### config.mk
export PLATFORM = sky130hd
export DESIGN_NAME = slink_rx_pkt_assembler_flat
export DESIGN_NICKNAME = d
export VERILOG_FILES = /design/src/rtl/slink_rx_pkt_assembler_if.sv /design/src/rtl/slink_rx_pkt_assembler.sv /design/src/flat_wrapper.sv
export SDC_FILE = /design/constraint.sdc
export NUM_CORES = 1
export LEC_CHECK = 0
export ABC_AREA = 1
export ABC_CLOCK_PERIOD_IN_PS = 2400
export CORE_UTILIZATION = 55
export DETAILED_ROUTE_END_ITERATION = 10
export GPL_TIMING_DRIVEN = 0
export PLACE_DENSITY = 0.76
export SYNTH_ARGS = -nofsm -noshare
export SYNTH_HDL_FRONTEND = slang
export SYNTH_SLANG_ARGS = --single-unit
### constraint.sdc
create_clock -name link_clk -period 2.4 [get_ports link_clk]
set_input_delay 0.48 -clock link_clk [delete_from_list [all_inputs] [get_ports link_clk]]
set_output_delay 0.48 -clock link_clk [all_outputs]
set_load 0.02 [all_outputs]
### src/rtl/slink_rx_pkt_assembler_if.sv
// S-Link RX packet assembler bus.
// Groups the byte-serial link-layer input and the RX application output of
// slink_rx_pkt_assembler into one bundle.
//   in_byte/in_valid/in_sop  : link layer -> assembler, one byte per cycle max
//   rx_sop/rx_data_id/rx_word_count/rx_app_data/rx_valid/rx_crc_corrupted
//                            : assembler -> application, one beat per pulse
//   rx_abort                 : assembler -> application, discarded-packet pulse
// The slave modport is the assembler's view; master is the surrounding logic.
interface slink_rx_pkt_assembler_if #(
  parameter int APP_DATA_WIDTH = 32
);
  logic [7:0]                in_byte;
  logic                      in_valid;
  logic                      in_sop;
  logic                      rx_sop;
  logic [7:0]                rx_data_id;
  logic [15:0]               rx_word_count;
  logic [APP_DATA_WIDTH-1:0] rx_app_data;
  logic                      rx_valid;
  logic                      rx_crc_corrupted;
  logic                      rx_abort;

  modport slave (
    input  in_byte, in_valid, in_sop,
    output rx_sop, rx_data_id, rx_word_count, rx_app_data,
           rx_valid, rx_crc_corrupted, rx_abort
  );

  modport master (
    output in_byte, in_valid, in_sop,
    input  rx_sop, rx_data_id, rx_word_count, rx_app_data,
           rx_valid, rx_crc_corrupted, rx_abort
  );
endinterface

### src/rtl/slink_rx_pkt_assembler.sv
// S-Link RX packet assembler.
// Parses the byte-serial packet stream (DI, WC lo, WC hi, ECC, then for long
// packets WC payload bytes and CRC lo/hi), packs payload into
// APP_DATA_WIDTH-bit beats and checks the CRC-16 (reflected 0x8408, init
// 0xFFFF, no final XOR) over the payload. The last beat of a long packet is
// held until the CRC verdict is known.
// Ports:
//   link_clk      : clock
//   link_reset_n  : asynchronous active-low reset
//   enable        : low forces IDLE and clears all outputs (no abort pulse)
//   bus (slave)   : in_byte/in_valid/in_sop input, rx_* application output
module slink_rx_pkt_assembler #(
  parameter int APP_DATA_WIDTH = 32
) (
  input logic                     link_clk,
  input logic                     link_reset_n,
  input logic                     enable,
  slink_rx_pkt_assembler_if.slave bus
);

  localparam int NB = APP_DATA_WIDTH / 8;
  localparam int LW = (NB > 1) ? $clog2(NB) : 1;

  typedef enum logic [2:0] {
    ST_IDLE    = 3'd0,
    ST_HDR     = 3'd1,
    ST_PAYLOAD = 3'd2,
    ST_CRC_LO  = 3'd3,
    ST_CRC_HI  = 3'd4
  } state_t;

  // One byte step of the reflected CRC-16.
  function automatic logic [15:0] crc16_byte(input logic [15:0] crc_in,
                                             input logic [7:0]  data);
    logic [15:0] c;
    c = crc_in ^ {8'h00, data};
    for (int i = 0; i < 8; i++) begin
      c = c[0] ? ((c >> 1) ^ 16'h8408) : (c >> 1);
    end
    return c;
  endfunction

  // Packet tracking state
  state_t                    state_q,   state_d;
  logic [7:0]                di_q,      di_d;
  logic [15:0]               wc_q,      wc_d;
  logic [1:0]                hdr_cnt_q, hdr_cnt_d;
  logic [15:0]               rem_q,     rem_d;
  logic [LW-1:0]             lane_q,    lane_d;
  logic [APP_DATA_WIDTH-1:0] word_q,    word_d;
  logic                      first_q,   first_d;
  logic [15:0]               crc_q,     crc_d;
  logic [7:0]                crc_lo_q,  crc_lo_d;

  // Registered outputs
  logic                      rx_sop_q,   rx_sop_d;
  logic [7:0]                rx_di_q,    rx_di_d;
  logic [15:0]               rx_wc_q,    rx_wc_d;
  logic [APP_DATA_WIDTH-1:0] rx_data_q,  rx_data_d;
  logic                      rx_valid_q, rx_valid_d;
  logic                      rx_crc_q,   rx_crc_d;
  logic                      rx_abort_q, rx_abort_d;

  // Word with the current byte merged into its lane, and the decremented count.
  logic [APP_DATA_WIDTH-1:0] word_fill;
  logic [15:0]               rem_dec;
  logic                      lane_full;

  always_comb begin
    word_fill = word_q;
    for (int i = 0; i < NB; i++) begin
      if (lane_q == LW'(i)) begin
        word_fill[i*8 +: 8] = bus.in_byte;
      end
    end
  end

  assign rem_dec   = rem_q - 16'd1;
  assign lane_full = (lane_q == LW'(NB - 1));

  always_ff @(posedge link_clk or negedge link_reset_n) begin
    if (!link_reset_n) begin
      state_q    <= ST_IDLE;
      di_q       <= '0;
      wc_q       <= '0;
      hdr_cnt_q  <= '0;
      rem_q      <= '0;
      lane_q     <= '0;
      word_q     <= '0;
      first_q    <= 1'b0;
      crc_q      <= 16'hFFFF;
      crc_lo_q   <= '0;
      rx_sop_q   <= 1'b0;
      rx_di_q    <= '0;
      rx_wc_q    <= '0;
      rx_data_q  <= '0;
      rx_valid_q <= 1'b0;
      rx_crc_q   <= 1'b0;
      rx_abort_q <= 1'b0;
    end else begin
      state_q    <= state_d;
      di_q       <= di_d;
      wc_q       <= wc_d;
      hdr_cnt_q  <= hdr_cnt_d;
      rem_q      <= rem_d;
      lane_q     <= lane_d;
      word_q     <= word_d;
      first_q    <= first_d;
      crc_q      <= crc_d;
      crc_lo_q   <= crc_lo_d;
      rx_sop_q   <= rx_sop_d;
      rx_di_q    <= rx_di_d;
      rx_wc_q    <= rx_wc_d;
      rx_data_q  <= rx_data_d;
      rx_valid_q <= rx_valid_d;
      rx_crc_q   <= rx_crc_d;
      rx_abort_q <= rx_abort_d;
    end
  end

  always_comb begin
    state_d    = state_q;
    di_d       = di_q;
    wc_d       = wc_q;
    hdr_cnt_d  = hdr_cnt_q;
    rem_d      = rem_q;
    lane_d     = lane_q;
    word_d     = word_q;
    first_d    = first_q;
    crc_d      = crc_q;
    crc_lo_d   = crc_lo_q;
    rx_sop_d   = 1'b0;
    rx_valid_d = 1'b0;
    rx_crc_d   = 1'b0;
    rx_abort_d = 1'b0;
    rx_di_d    = rx_di_q;
    rx_wc_d    = rx_wc_q;
    rx_data_d  = rx_data_q;

    if (!enable) begin
      state_d   = ST_IDLE;
      di_d      = '0;
      wc_d      = '0;
      hdr_cnt_d = '0;
      rem_d     = '0;
      lane_d    = '0;
      word_d    = '0;
      first_d   = 1'b0;
      crc_d     = 16'hFFFF;
      crc_lo_d  = '0;
      rx_di_d   = '0;
      rx_wc_d   = '0;
      rx_data_d = '0;
    end else if (bus.in_valid && bus.in_sop) begin
      // A DI byte always starts a fresh packet; anything in flight is dropped.
      rx_abort_d = (state_q != ST_IDLE);
      di_d       = bus.in_byte;
      wc_d       = '0;
      hdr_cnt_d  = '0;
      rem_d      = '0;
      lane_d     = '0;
      word_d     = '0;
      first_d    = 1'b1;
      crc_d      = 16'hFFFF;
      state_d    = ST_HDR;
    end else if (bus.in_valid) begin
      case (state_q)
        ST_IDLE: begin
          // Stray bytes outside a packet are ignored.
        end

        ST_HDR: begin
          case (hdr_cnt_q)
            2'd0: begin
              wc_d[7:0] = bus.in_byte;
              hdr_cnt_d = 2'd1;
            end
            2'd1: begin
              wc_d[15:8] = bus.in_byte;
              hdr_cnt_d  = 2'd2;
            end
            default: begin
              // ECC byte: consumed, not checked.
              hdr_cnt_d = 2'd0;
              if (di_q <= 8'h1F) begin
                rx_valid_d = 1'b1;
                rx_sop_d   = 1'b1;
                rx_di_d    = di_q;
                rx_wc_d    = wc_q;
                rx_data_d  = '0;
                state_d    = ST_IDLE;
              end else if (wc_q != 16'd0) begin
                rem_d   = wc_q;
                state_d = ST_PAYLOAD;
              end else begin
                state_d = ST_CRC_LO;
              end
            end
          endcase
        end

        ST_PAYLOAD: begin
          crc_d  = crc16_byte(crc_q, bus.in_byte);
          rem_d  = rem_dec;
          word_d = word_fill;
          if (rem_dec == 16'd0) begin
            // Last payload byte: keep the (possibly full) word for the final
            // beat, which waits for the CRC verdict.
            state_d = ST_CRC_LO;
          end else if (lane_full) begin
            rx_valid_d = 1'b1;
            rx_sop_d   = first_q;
            rx_di_d    = di_q;
            rx_wc_d    = wc_q;
            rx_data_d  = word_fill;
            first_d    = 1'b0;
            word_d     = '0;
            lane_d     = '0;
          end else begin
            lane_d = lane_q + LW'(1);
          end
        end

        ST_CRC_LO: begin
          crc_lo_d = bus.in_byte;
          state_d  = ST_CRC_HI;
        end

        ST_CRC_HI: begin
          rx_valid_d = 1'b1;
          rx_sop_d   = first_q;
          rx_di_d    = di_q;
          rx_wc_d    = wc_q;
          rx_data_d  = word_q;
          rx_crc_d   = (crc_q != {bus.in_byte, crc_lo_q});
          state_d    = ST_IDLE;
        end

        default: begin
          state_d = ST_IDLE;
        end
      endcase
    end
  end

  assign bus.rx_sop           = rx_sop_q;
  assign bus.rx_data_id       = rx_di_q;
  assign bus.rx_word_count    = rx_wc_q;
  assign bus.rx_app_data      = rx_data_q;
  assign bus.rx_valid         = rx_valid_q;
  assign bus.rx_crc_corrupted = rx_crc_q;
  assign bus.rx_abort         = rx_abort_q;

endmodule

### src/flat_wrapper.sv
// flat-port wrapper written by rule: the top's interface ports become plain ports
module slink_rx_pkt_assembler_flat 
#(
  parameter int APP_DATA_WIDTH = 32
)
  (link_clk, link_reset_n, enable, bus_in_byte, bus_in_valid, bus_in_sop, bus_rx_sop, bus_rx_data_id, bus_rx_word_count, bus_rx_app_data, bus_rx_valid, bus_rx_crc_corrupted, bus_rx_abort);
  slink_rx_pkt_assembler_if #(.APP_DATA_WIDTH(APP_DATA_WIDTH)) bus_i ();
  input logic link_clk;
  input logic link_reset_n;
  input logic enable;
  input wire logic [$bits(bus_i.in_byte)-1:0] bus_in_byte;
  input wire logic [$bits(bus_i.in_valid)-1:0] bus_in_valid;
  input wire logic [$bits(bus_i.in_sop)-1:0] bus_in_sop;
  output wire logic [$bits(bus_i.rx_sop)-1:0] bus_rx_sop;
  output wire logic [$bits(bus_i.rx_data_id)-1:0] bus_rx_data_id;
  output wire logic [$bits(bus_i.rx_word_count)-1:0] bus_rx_word_count;
  output wire logic [$bits(bus_i.rx_app_data)-1:0] bus_rx_app_data;
  output wire logic [$bits(bus_i.rx_valid)-1:0] bus_rx_valid;
  output wire logic [$bits(bus_i.rx_crc_corrupted)-1:0] bus_rx_crc_corrupted;
  output wire logic [$bits(bus_i.rx_abort)-1:0] bus_rx_abort;
  assign bus_i.in_byte = bus_in_byte;
  assign bus_i.in_valid = bus_in_valid;
  assign bus_i.in_sop = bus_in_sop;
  assign bus_rx_sop = bus_i.rx_sop;
  assign bus_rx_data_id = bus_i.rx_data_id;
  assign bus_rx_word_count = bus_i.rx_word_count;
  assign bus_rx_app_data = bus_i.rx_app_data;
  assign bus_rx_valid = bus_i.rx_valid;
  assign bus_rx_crc_corrupted = bus_i.rx_crc_corrupted;
  assign bus_rx_abort = bus_i.rx_abort;
  slink_rx_pkt_assembler #(.APP_DATA_WIDTH(APP_DATA_WIDTH)) u_core (.link_clk(link_clk), .link_reset_n(link_reset_n), .enable(enable), .bus(bus_i));
endmodule
Word level (Yosys, flattened, before mapping). Index checks and enable logic that the tools add are counted.

$add $sub $neg: 2. Bitwise logic cells: 9. Equality and inequality tests: 31. Multiplexer cells: 110. $lt $le $gt $ge: 1. Reduce and logical (&&, ||, !) cells: 18.

Operators with widths (count): 16-bit 2-to-1 mux (29); 32-bit 2-to-1 mux (13); 8-bit 2-to-1 mux (19); 32-bit case mux with 3 select lines (1); 16-bit case mux with 3 select lines (1); 16-bit case mux with 2 select lines (1); 1-bit 2-to-1 mux (25); 2-bit NOT with 3-bit output (8); 8-bit case mux with 3 select lines (1); 2-bit 2-to-1 mux (10); 3-bit 2-to-1 mux (6); 3-bit by 1-bit inequality test with 1-bit output, second input constant (6); 16-bit logical NOT (1); 16-bit inequality test (1); 16-bit nonzero test (1); 16-bit by 1-bit subtractor with 16-bit output, second input constant (1); 16-bit by 8-bit bitwise XOR with 16-bit output (1); 3-bit by 2-bit inequality test with 1-bit output, second input constant (4); 3-bit case mux with 4 select lines (1); 3-bit AND reduction (4); 8-bit by 5-bit less-or-equal comparator with 1-bit output, second input constant (1); 4-bit by 1-bit inequality test with 1-bit output, second input constant (2); 4-bit by 2-bit inequality test with 1-bit output, second input constant (2); 4-bit by 3-bit inequality test with 1-bit output, second input constant (2); other kinds (20) (30).

Bits of input ports: 13. Register bits after elaboration: 164. Output and inout bits: 60.

Longest topological paths before layout.
Depth in word-level cells: 21. Mapped depth: 19.

Worst setup path after synthesis. OpenSTA, ideal clock, no wires.

Path type: reg2reg. Start point: register u_core.rem_q[0]. End point: register u_core.rx_data_q[27], in the netlist u_core.bus.rx_app_data[27]. Setup time: 0.117 ns. Setup slack: 0.231 ns. Path buffers: 3. Arrival time: 2.052 ns. Stages on the path, launching flop included: 19. Cells stage by stage: dfrtp_1 > inv_1 > ha_1 > buf_2 > nand2_2 > nor2_2 > nand2_1 > nand2_1 > nand2_1 > nor2_1 > nand2_1 > nor2_2 > nand2_2 > nand2_4 > nand2_4 > buf_6 > buf_2 > nand3_1 > nand2_1.

Longest elaborated chain between the ends: 4.

RTL lines: from (decl) (line slink_rx_pkt_assembler.sv:48) `logic [15:0] rem_q, rem_d;`; from (signal assigned) (line slink_rx_pkt_assembler.sv:105) `rem_q <= rem_d;`; 16-bit by 1-bit subtractor with 16-bit output (line slink_rx_pkt_assembler.sv:78) `assign rem_dec = rem_q - 16'd1;`; 16-bit logical NOT (line slink_rx_pkt_assembler.sv:206) `if (rem_dec == 16'd0) begin`; 3-bit inequality test (no line); 7-bit AND reduction (no line); to (signal assigned) (line slink_rx_pkt_assembler.sv:114) `rx_data_q <= rx_data_d;`; to (decl) (line slink_rx_pkt_assembler.sv:59) `logic [APP_DATA_WIDTH-1:0] rx_data_q, rx_data_d;`.

No other way between the ends. A chain may end at the register's enable or synchronous reset.

Final worst setup path.
Start point: register u_core.rem_q[0]. End point: register u_core.rx_data_q[4], in the netlist u_core.bus.rx_app_data[4].

The elaborated chain is that of the path after synthesis.

==> summary.md <==
| Metric | Value |
|---|---|
| Lkg Pwr | `~5.2 nW` |
| Unrepaired setup endpoints after global routing | `yes` |
| GRT overflow | `0` |
| Area Overhead vs Synth | `22.6%` |
| CTS tree | `built` |
| Via count | `approximately 8200` |
| Hold Crit Class | `flip-flop to flip-flop` |
| Global placement routability congestion | `0.970` |
| Setup TNS Final | `0 ns` |
| Slowest CP cell | `dfrtp_1` |
| Synth cell types | `41` |
| Setup CP Type | `flip-flop to flip-flop` |
| Die Ht | `between 100 and 150 um` |
| I/O Pins | `between 70 and 80` |
| CP Max Fanout | `10` |
| Placed instance count | `1386` |
| CTS H-Tree Depth | `4` |
| Peak VDD IR | `roughly 0.55 mV` |
| Synthesized Nets | `approximately 1100` |
| Part of the power in registers | `just over 40%` |
| Flop2flop setup slack | `between 0.015 and 0.02 ns` |
| Share of the synthesized area in the top cell type | `a little over two fifths` |
| GRT met1 Usage | `43.1%` |
| Clock buffer depth | `2` |
| Cells along the critical path | `inv_2, ha_4, buf_6, nand2_4, nor2_4, nand2_1, nand2_1, nand2_1, nor2_1, nand2_1, nor2_4, nand2_4, nand2_4, nand2_8, buf_8, buf_8, nand3_1, nand2_1` |
| Grt met3 use | `6.76%` |
| Int Pwr | `around 0.005 W` |
| Root buf cell | `clkbuf_16` |
| Met2 Use GR | `45.8%` |
| Final non-filler cell total | `1436` |
| Sw Pwr | `around 0.0023 W` |
| PD cells | `around 690 mW/mm^2` |
| Initial antenna violation count | `0` |
| Hold Crit Endpoint | `u_core.bus.rx_app_data[24]` |
| DRC violations left | `0` |
| Synth area leader | `dfrtp_1` |
| CTS Sinks | `164` |
| Final-report setup violation count | `0` |
| Synth Cell Area | `~0.0087 sq mm` |
| GRT busiest layer | `met2` |
| Hold Path Depth | `2` |
| Hold WS | `~0.47 ns` |
| Worst R2R Start | `u_core.rem_q[0]` |
| Number of synthesized flops with an enable pin | `0` |
| Row cnt | `45` |
| DRT iter0 DRCs | `just under 800` |
| Worst endpoint data arrival time | `~2.7 ns` |
| Hold Vio Cnt, Final | `0` |
| Fmax | `~420 MHz` |
| CTS Buf Count | `17` |
| Die width | `around 130 um` |
| Crit path required time | `between 2 and 3 ns` |
| Hold Startpoint | `u_core.bus.rx_app_data[24]` |
| Combinational Power Share | `between 20% and 30%` |
| Post-synth ARST share | `100%` |
| Sequential-to-total area share from yosys stat | `between 40% and 50%` |
| Slew @ Worst Pin | `between 0.8 and 0.9 ns` |
| YS warnings | `0` |
| Worst-path clk slew | `around 0.06 ns` |
| Ys flop type | `dfrtp_1` |
| Clk_lat worst skew | `between 0.4 and 0.5 ns` |
| CP startpoint kind | `flip-flop` |
| Average size of a mapped cell | `a little under 8 sq um` |
| Drt first pass iters | `7` |
| Nets | `about 1200` |
| DRT Wirelength | `24300 um` |
| Synthesized flop and latch total | `164` |
| First-pass GRT wire length | `roughly 38000 um` |
| Post-DP HPWL | `between 15000 and 20000 um` |
| Final min period | `between 2 and 2.5 ns` |
| FF-to-FF path depth | `18` |
| Sw Share | `a little under a third` |
| Clk_skew | `around 0.0065 ns` |
| Die ar. | `roughly 0.016 sq mm` |
| Most used cell along the critical path | `nand2_1` |
| Share of cells above drive strength 1 | `11.8%` |
| Ant. Diodes | `0` |
| PortBufs | `64` |
| Slowest stage delay, CP | `0.41 ns` |
| Area of the core | `between 0.015 and 0.02 sq mm` |
| Top-count cell post-synth | `nand2_1` |
| Initial cell density of the core | `56.8%` |
| Synth area leaders | `dfrtp_1 (43%), nand2_1 (13%), o21ai_0 (7.0%), nand3_1 (6.4%), inv_1 (6.3%)` |
| Vias/cell | `5.68` |
| Max cap viols | `0` |
| Delay-heaviest family, CP | `simple AND/OR/NAND/NOR gates` |
| RR Endpoint | `u_core.bus.rx_app_data[4]` |
| CP bufs+invs | `4` |
| Vias in the first global route | `about 7400` |
| Status | `complete, no violations` |
| Synth top cells by count | `nand2_1 (295), dfrtp_1 (148), inv_1 (145), o21ai_0 (122), nand3_1 (111)` |
| Slew Limit Fails | `0` |
| Setup crit end kind | `flip-flop` |
| Period utilisation layout | `99.2%` |
| DR WL/cell | `between 15 and 20 um` |
| Largest net degree at the start of global routing | `between 100 and 150` |
| Relative slew slack | `43.5%` |
| Overall Power | `approximately 0.0074 W` |
| Clock network power share | `36.5%` |
| GRT Resource Usage Total | `slightly above 30%` |
| DRT antenna net count | `0` |
| Post-synthesis cell count | `roughly 1100` |
==> kinds of logic after synthesis <==
family | after synthesis | synth area share, %
and+or+nand+nor | 493 | 24.3
buffers and inverters | 213 | 10.2
AOI/OAI and AO/OA | 208 | 14.6
DFF | 164 | 47.4
xor gates and xnor gates | 26 | 2.62
adders and majority gates | 6 | 0.863
==> area by class of cell <==
cell class                      count  area, sq um
Inverter                          148          556
Multi-Input combinational cell    733         3850
Buffer                             64          409
Fill cell                        1285         4650
Clock buffer                       20          447
Sequential cell                   164         4120
Tap cell                          211          264
Clock inverter                     12          131
Timing Repair Buffer               84          883
==> worst max-delay path by stage <==
stage | start | endpoint | slack (ns) | depth (start not counted)
2_1_floorplan | u_core.rem_q[0] | u_core.bus.rx_app_data[27] | 0.23 | 18
3_3_place_gp | link_reset_n | u_core.bus.rx_app_data[11] | -5.81 | 1
3_5_place_dp | enable | u_core.rem_q[10] | -0.75 | 10
4_1_cts | u_core.rem_q[0] | u_core.bus.rx_app_data[24] | 0.007 | 18
5_1_grt | u_core.rem_q[0] | u_core.bus.rx_app_data[26] | -0.07 | 19
6_report | u_core.rem_q[0] | u_core.bus.rx_app_data[4] | 0.02 | 18
==> stage by stage <==
step,area [sq um],setup WS [ns],utilization [%]
4_1_cts,10300,0.00727,67.4
3_5_place_dp,9630,-0.754,62.9
3_3_place_gp,9600,-5.81,62.7
5_1_grt,10700,-0.0700,69.6
2_1_floorplan,8700,0.231,-
6_report,10700,0.0193,69.6
==> flip-flops by register name (all words and copies together), names as in the netlist, 16 cells and up <==
signal and cells:
u_core.bus.rx_word_count 16, u_core.bus.rx_app_data 32, u_core.wc_q 16, u_core.word_q 32
u_core.rem_q 16, u_core.crc_q 16
==> worst reg2reg max path, stage by stage (launching register included) <==
cell and delay [ns]:
dfrtp_1 0.41, inv_2 0.09, ha_4 0.12, buf_6 0.12
nand2_4 0.07, nor2_4 0.14, nand2_1 0.06, nand2_1 0.05
nand2_1 0.06, nor2_1 0.12, nand2_1 0.11, nor2_4 0.16
nand2_4 0.09, nand2_4 0.12, nand2_8 0.08, buf_8 0.17
buf_8 0.14, nand3_1 0.09, nand2_1 0.06
==> power by group through the flow <==
stage / clock, W / combinational, W / sequential [W]
2_1_floorplan: 0 / 0.000974 / 0.00305
3_3_place_gp: 0 / 0.00143 / 0.00303
3_5_place_dp: 0 / 0.00146 / 0.00303
4_1_cts: 0.00269 / 0.00152 / 0.00298
5_1_grt: 0.00281 / 0.00186 / 0.00300
6_report: 0.00268 / 0.00170 / 0.00298
==> per-layer routing <==
metal,routed length (um),vias to the layer above
li1,-,3841
met1,10600,3847
met2,10700,392
met3,2130,71
met4,809,0
met5,0,-
==> layout by cell type, fill, tap and decap left out, types with 5 or more instances in the layout <==
master,instances
a21oi_1,7
a32o_1,25
buf_2,8
buf_4,16
buf_8,6
clkbuf_1,31
clkbuf_16,20
clkbuf_2,7
clkdlybuf4s50_1,63
dfrtp_1,148
dfstp_2,16
ha_1,5
inv_1,143
nand2_1,281
nand2_2,13
nand2_4,5
nand3_1,104
nand3_2,7
nand4_1,9
nor2_1,54
nor2_4,7
o21ai_0,122
o22ai_1,33
o32ai_1,7
xnor2_1,20
xor2_1,6
==> what timing repair did <==
action	4_1_cts	5_1_grt
gates cloned	0	3
setup endpoints to repair	116	116
hold endpoints to repair	45	0
resized for setup	21	56
setup buffers	4	11
hold buffers	1	0
pin swaps	6	16
(Power assumes the default switching activity.)
==> patch (same flow settings) <==
The 5 states of `state_t` get a one-hot encoding in 5 bits.
--- a/src/rtl/slink_rx_pkt_assembler.sv
+++ b/src/rtl/slink_rx_pkt_assembler.sv
@@ -21,12 +21,12 @@
   localparam int NB = APP_DATA_WIDTH / 8;
   localparam int LW = (NB > 1) ? $clog2(NB) : 1;
 
-  typedef enum logic [2:0] {
-    ST_IDLE    = 3'd0,
-    ST_HDR     = 3'd1,
-    ST_PAYLOAD = 3'd2,
-    ST_CRC_LO  = 3'd3,
-    ST_CRC_HI  = 3'd4
+  typedef enum logic [4:0] {
+    ST_IDLE    = 5'b00001,
+    ST_HDR     = 5'b00010,
+    ST_PAYLOAD = 5'b00100,
+    ST_CRC_LO  = 5'b01000,
+    ST_CRC_HI  = 5'b10000
   } state_t;
 
   // One byte step of the reflected CRC-16.
Formal check against the unedited RTL: same outputs for any inputs over 4 cycles, from zero or initial values and one cycle with link_reset_n low; so few cycles prove little.
==> patch against the unedited design <==
Routed wire length is 1.7% higher; design area is 0.87% lower; worst setup slack better by 40 ps; synthesized area is 1.6% higher; sequential cell count is 2 higher; final cell count is 1.9% higher; total power is 13% higher; sequential share of layout area is 0.84 points higher.
==> patch: results (changes against the unedited design) <==
stage,metric,value,unit,change
status,outcome,"finished, final reports clean",,unchanged
synthesis,Synth Area in Adders,0.008496,,was 0.008632
finish,#MultiIn Comb,778,,was 733
drt,DR WL met2,11780,um,was 10740 um
clock_network,clock sink count,166,,was 164
drt,metal1 wirelength,10610,um,was 10580 um
finish,FF+latch area,0.004177,mm^2,was 0.004124 mm^2
power,worst vdd ir,0.5378,mV,was 0.5466 mV
synthesis,top post-synthesis cells by area,"dfrtp_1, nand2_1, nand3_1, o21ai_0, inv_1",,"was dfrtp_1, nand2_1, o21ai_0, nand3_1, inv_1"
drt,DR vias/cell,5.561,,was 5.676
clock_network,Resize count post-CTS,11,,was 21
grt,met3 Track Usage GR,0.05239,,was 0.06761
synthesis,"Avg Cell Area, Syn",7.724,um^2,was 7.835 um^2
grt,grt met2 use,0.4922,,was 0.4581
drt,drt total wl,24670,um,was 24260 um
power,power in combinational cells,2.23,mW,was 1.70 mW
sta,fin crit share,0.9751,,was 0.9920
place,HPWL Detailed,17390,um,was 16650 um
synthesis,sequential-to-total area share from yosys stat,0.4725,,was 0.4742
drt,initial detailed-routing violation count,819,,was 770
grt,global-route wire length before repair,39330,um,was 38250 um
place,Setup WS pre-CTS,-521.8,ps,was -753.6 ps
clock_network,number of setup buffers added after CTS,5,,was 4
min_path,Worst Hold Class,input port to asynchronous set/reset pin,,was register to register
sta,relative slew slack,0.5207,,was 0.4349
finish,Plain + repair buffers,143,,was 148
power,clock power share,0.320,,was 0.365
place,RePlAce Congestion,0.9093,,was 0.9695
critical_path,Reg-to-Reg Start,u_core.state_q[3]$_DFFE_PN0P_,,was u_core.rem_q[0]$_DFFE_PN0P_
place,placed insts,1420,,was 1386
critical_path,r2r endpoint,u_core.bus.rx_app_data[30]$_DFFE_PN0P_,,was u_core.bus.rx_app_data[4]$_DFFE_PN0P_
finish,Non-CTS inverters,134,,was 148
synthesis,XOR/XNOR Fraction of Synth Area,0.03271,,was 0.02618
grt,met1 usage,0.4266,,was 0.4310
synthesis,Compound-Gate Fraction of Synth Area,0.1328,,was 0.1459
synthesis,Unique masters post-synth,39,,was 41
patch: cell types whose count changed after synthesis, sizes merged, moves of 3 or more:
cell   before  now
a21oi       8   15
inv       147  132
nand2     301  327
nand3     111  117
nor2       64   85
o21ai     124  118
o22ai      33   17
xnor2      20   17
xor2        6   16
patch: worst min-delay path by stage:
stage | start | cells past startpoint | end | slack [ps]
final | link_reset_n | 1 | u_core.rem_q[12]$_DFFE_PN0P_ | 10
after floorplan | link_reset_n | 0 | u_core.bus.rx_abort$_DFF_PN0_ | 180
after detailed placement | u_core.bus.rx_word_count[12]$_DFFE_PN0P_ | 2 | u_core.bus.rx_word_count[12]$_DFFE_PN0P_ | 460
after CTS | link_reset_n | 1 | u_core.rem_q[12]$_DFFE_PN0P_ | 60
after global placement | u_core.bus.rx_word_count[6]$_DFFE_PN0P_ | 2 | u_core.bus.rx_word_count[6]$_DFFE_PN0P_ | 450
after global routing | link_reset_n | 1 | u_core.rem_q[12]$_DFFE_PN0P_ | 80
